--- src/rtl/hs_skid_buffer.sv ---
// Two-entry valid/ready skid buffer with fully registered outputs (s_ready, m_valid, m_data).
// Optional downstream transfer counter: define HS_SKID_CNT_EN to add the 16-bit xfer_cnt port.
module hs_skid_buffer #(
  parameter int DATA_W = 16
) (
  input  logic              clk,
  input  logic              rst_n,
  input  logic [DATA_W-1:0] s_data,
  input  logic              s_valid,
  output logic              s_ready,
  output logic [DATA_W-1:0] m_data,
  output logic              m_valid,
  input  logic              m_ready
`ifdef HS_SKID_CNT_EN
  ,
  output logic [15:0]       xfer_cnt
`endif
);

  typedef enum logic [1:0] {
    EMPTY = 2'd0,
    ONE   = 2'd1,
    FULL  = 2'd2
  } state_t;

  state_t            state;
  state_t            state_next;
  logic [DATA_W-1:0] skid;
  logic [DATA_W-1:0] main_next;
  logic [DATA_W-1:0] skid_next;
  logic              s_fire;
  logic              m_fire;

  assign s_fire = s_valid && s_ready;
  assign m_fire = m_valid && m_ready;

  // NOTE: every signal gets a default before the case so no path leaves it unassigned (no latch).
  always_comb begin
    state_next = state;
    main_next  = m_data;
    skid_next  = skid;
    unique case (state)
      EMPTY: begin
        if (s_fire) begin
          main_next  = s_data;
          state_next = ONE;
        end
      end
      ONE: begin
        if (s_fire && m_fire) begin
          main_next = s_data;
        end else if (s_fire) begin
          skid_next  = s_data;
          state_next = FULL;
        end else if (m_fire) begin
          state_next = EMPTY;
        end
      end
      FULL: begin
        // s_ready is low here, so only a drain can happen.
        if (m_fire) begin
          main_next  = skid;
          state_next = ONE;
        end
      end
      default: state_next = EMPTY;
    endcase
  end

  // NOTE: sequential state uses non-blocking assignments so all flops update from pre-edge values.
  always_ff @(posedge clk) begin
    if (!rst_n) begin
      // NOTE: the payload registers are cleared too, so no stale word is visible after reset.
      state   <= EMPTY;
      m_data  <= '0;
      skid    <= '0;
      m_valid <= 1'b0;
      s_ready <= 1'b0;
    end else begin
      state   <= state_next;
      m_data  <= main_next;
      skid    <= skid_next;
      // Handshake outputs come from the next state, keeping m_ready off any combinational path.
      m_valid <= (state_next != EMPTY);
      s_ready <= (state_next != FULL);
    end
  end

`ifdef HS_SKID_CNT_EN
  always_ff @(posedge clk) begin
    if (!rst_n) begin
      xfer_cnt <= 16'd0;
    end else if (m_fire) begin
      xfer_cnt <= xfer_cnt + 16'd1;
    end
  end
`endif

endmodule
--- config.mk ---
export PLATFORM = sky130hd
export DESIGN_NAME = hs_skid_buffer
export DESIGN_NICKNAME = d
export VERILOG_FILES = /design/src/rtl/hs_skid_buffer.sv
export SDC_FILE = /design/constraint.sdc
export NUM_CORES = 1
export LEC_CHECK = 0
export ABC_AREA = 1
export ABC_CLOCK_PERIOD_IN_PS = 1400
export BUFFER_PORTS_ARGS = -buffer_cell sky130_fd_sc_hd__buf_2
export CAP_MARGIN = 30
export CELL_PAD_IN_SITES_DETAIL_PLACEMENT = 0
export CELL_PAD_IN_SITES_GLOBAL_PLACEMENT = 2
export CORE_MARGIN = 1
export CORE_UTILIZATION = 27
export DETAILED_ROUTE_END_ITERATION = 6
export PLACE_DENSITY_LB_ADDON = 0.1
export SYNTH_ARGS = -nofsm -noshare
export SYNTH_HDL_FRONTEND = slang
export SYNTH_SLANG_ARGS = --single-unit
--- constraint.sdc ---
create_clock -name clk -period 1.4 [get_ports clk]
set_input_delay 0.14 -clock clk [delete_from_list [all_inputs] [get_ports clk]]
set_output_delay 0.14 -clock clk [all_outputs]
set_load 0.02 [all_outputs]
==> results_dict.tcl <==
set metrics [dict create \
    status "completed" \
    syn_inst 247 \
    whs_ns 0.0865 \
    max_stage_delay_ns 0.32 \
    powerDensity_nw_per_um2 1140 \
    clockRootBuffer "clkbuf_8" \
    report.final.slew_viol_count 0 \
    insertion_delay_ns 0.29 \
    path_buf_inv 2 \
    cts_tree "yes" \
    synth_fp_nets 267 \
    hold_violations 0 \
    cpMaxStageDelayCell "dfxtp_1" \
    numCtsBuffers 5 \
    drc 0 \
    core-area_um2 5640 \
    slew_headroom_pct 77.2 \
    initial_core_util_pct 28.6 \
    pin_count 38 \
    min-delay-start "s_data[12]" \
    critPathTopFamily "buffers and inverters" \
    ys_seq_elements 36 \
    drt_wl_total_mm 4.20 \
    yosysSeqAreaShare_pct 44.7 \
    syn_to_final_growth_pct 25.0 \
    rsz0062_at_grt "false" \
    worst_pin_slew_ns 0.342 \
    fin_crit_sh_pct 90.0 \
    ys_types 16 \
    grt_pass1_vias 1467 \
    syn_area_per_cell_um2 6.53 \
    finalSetupViolCount 0 \
    routedWlPerCell_um 11.6 \
    place_hpwl_mm 2.85 \
    multi_input_area_um2 742 \
    diodes 0 \
    seqPwrFrac_pct 48.7 \
    p_sw_share_pct 28.7 \
    arrival_ns 1.44 \
    vias 1516 \
    cp_common_cell "nor2_1" \
    p_int_mw 1.64 \
    ys_top_cells_by_area "dfxtp_1 (45%), nand2_1 (16%), nor2_1 (15%)" \
    die_x_um 79.3 \
    skew_ns 0.00548 \
    ant_nets 0 \
    pwr-share-clk_pct 33.6 \
    portBuffers 37 \
    switching_power_uw 661 \
    grt_pass1_wl_mm 7.09 \
    comb_power_share_pct 17.7 \
    period_minus_slack_ns 1.26 \
    h-tree-depth 2 \
    path_class "flip-flop to flip-flop" \
    die_h_um 79.3 \
    dieArea_um2 6290 \
    yosys.area.top_type "dfxtp_1" \
    cts_num_sinks 36 \
    drt_iter0_drc 80 \
    syn_area_um2 1610 \
    tns_ns 0 \
    cp.required_ns 1.58 \
    rows 27 \
    antenna_found_initial 0 \
    start_kind "flip-flop" \
    cts_setup_buffers 0 \
    final_util_pct 35.8 \
    clk_pin_slew_ns 0.07 \
    synth_top_area_share_pct 44.7 \
    fill_cells 618 \
    post_route_cells_drive_above_1_share_pct 21.0 \
    grt_remaining_overflow 0 \
    place_congestion 0.742 \
    critPathCaptureType "flip-flop" \
    crit_start "state[1]$_SDFF_PN0_" \
    clk_path_buf_depth 2 \
    drtPass1Iterations 4 \
    p_leak_nw 1.09 \
    grt_usage_pct 15.0 \
    final_cells 363 \
    dp_cells 355 \
    cap_violations 0 \
    yosys_warnings 0 \
    cp_cell_sequence "buf_4 > o21ai_2 > nand2_4 > buf_12 > nor2_1 > nor2_1" \
    regArea_um2 721 \
    grt_max_degree 28 \
    clock.fmax_mhz 793 \
    vias_per_cell 4.18 \
    nNetsFinal 310 \
    hold_class "input pin to flip-flop" \
    ir_drop_mv 0.291 \
    crit_fanout 27 \
    r2r-start "state[1]$_SDFF_PN0_" \
]
stage by stage:
| step | setup WS (ns) | total power [mW] | cell area [µm²] |
|---|---|---|---|
| finish | 0.140 | 2.30 | 2020 |
| global route | 0.0161 | 2.45 | 2020 |
| CTS | 0.128 | 2.34 | 2010 |
| detailed placement | 0.143 | 1.55 | 1920 |
| global placement | 0.118 | 1.56 | 1920 |
| floorplan | 0.132 | 1.40 | 1610 |
state kept, by name, summed over array words and instances, names as in the netlist:
| name | count |
|---|---|
| m_data | 16 |
| m_valid | 1 |
| s_ready | 1 |
| skid | 16 |
| state | 2 |
final cells by class:
class | count | share of cell area, %
multi-input cells | 177 | 36.8
flip-flops and latches | 36 | 35.7
repair buffers | 48 | 14.5
clock buffers | 8 | 4.46
well taps | 72 | 4.46
inverters | 22 | 4.09
layout by cell type, fill, tap and decap left out:
master,synthesis,routed
o21ai_2,1,1
a21oi_1,4,4
inv_2,2,2
nor2_4,1,1
buf_4,2,9
buf_2,5,37
clkbuf_8,0,6
nand2_1,69,69
o21ai_0,17,17
nand2_4,1,2
inv_1,20,20
buf_12,0,2
nor2_1,65,65
clkbuf_1,3,2
nand3_1,17,17
dfxtp_1,36,36
nand2_2,2,1
tightest hold or removal path: cells and delay by family:
kind | cells | cell delay, ns
buffers and inverters | 1 | 0.09
and+or+nand+nor | 2 | 0.12
what timing repair did:
action                     in CTS  in global routing
setup endpoints to repair       0                  1
hold buffers                    0                  0
resized for setup               0                  1
power groups by stage:
stage                     clock network (mW)  logic [mW]  registers (mW)
after global routing                   0.857       0.465            1.13
after floorplan                            0       0.203            1.20
after detailed placement                   0       0.408            1.14
after CTS                              0.810       0.410            1.12
after global placement                     0       0.414            1.14
final                                  0.774       0.408            1.12
worst paths after layout:
| path | endpoint | slack [ns] | cells after the start |
|---|---|---|---|
| setup / recovery | m_data[0]$_SDFFE_PN0P_ | 0.14 | 6 |
| hold / removal | skid[12]$_SDFFE_PN0P_ | 0.09 | 3 |
| setup reg to reg | m_data[0]$_SDFFE_PN0P_ | 0.14 | 6 |
| hold reg to reg | m_data[9]$_SDFFE_PN0P_ | 0.51 | 4 |
layer usage:
metal  wire (µm)  vias to the layer above  track usage [%]
li1            -                      833                -
met1        2190                      647             21.1
met2        1770                       30             21.6
met3         190                        6             4.14
met4          57                        0             4.91
met5           0                        -                0
Yosys cell counts:
cell	instances
a21oi_1	4
buf_2	5
buf_4	2
buf_6	2
clkbuf_1	3
dfxtp_1	36
inv_1	20
inv_2	2
nand2_1	69
nand2_2	2
nand2_4	1
nand3_1	17
nor2_1	65
nor2_4	1
o21ai_0	17
o21ai_2	1
logic make-up after synthesis:
logic type / after synthesis / share of synthesized area (%)
compound gates: 22 / 7.05
buf+inv: 34 / 9.69
flops: 36 / 44.7
simple gates: 155 / 38.6
Power figures use the tool's default switching activity.
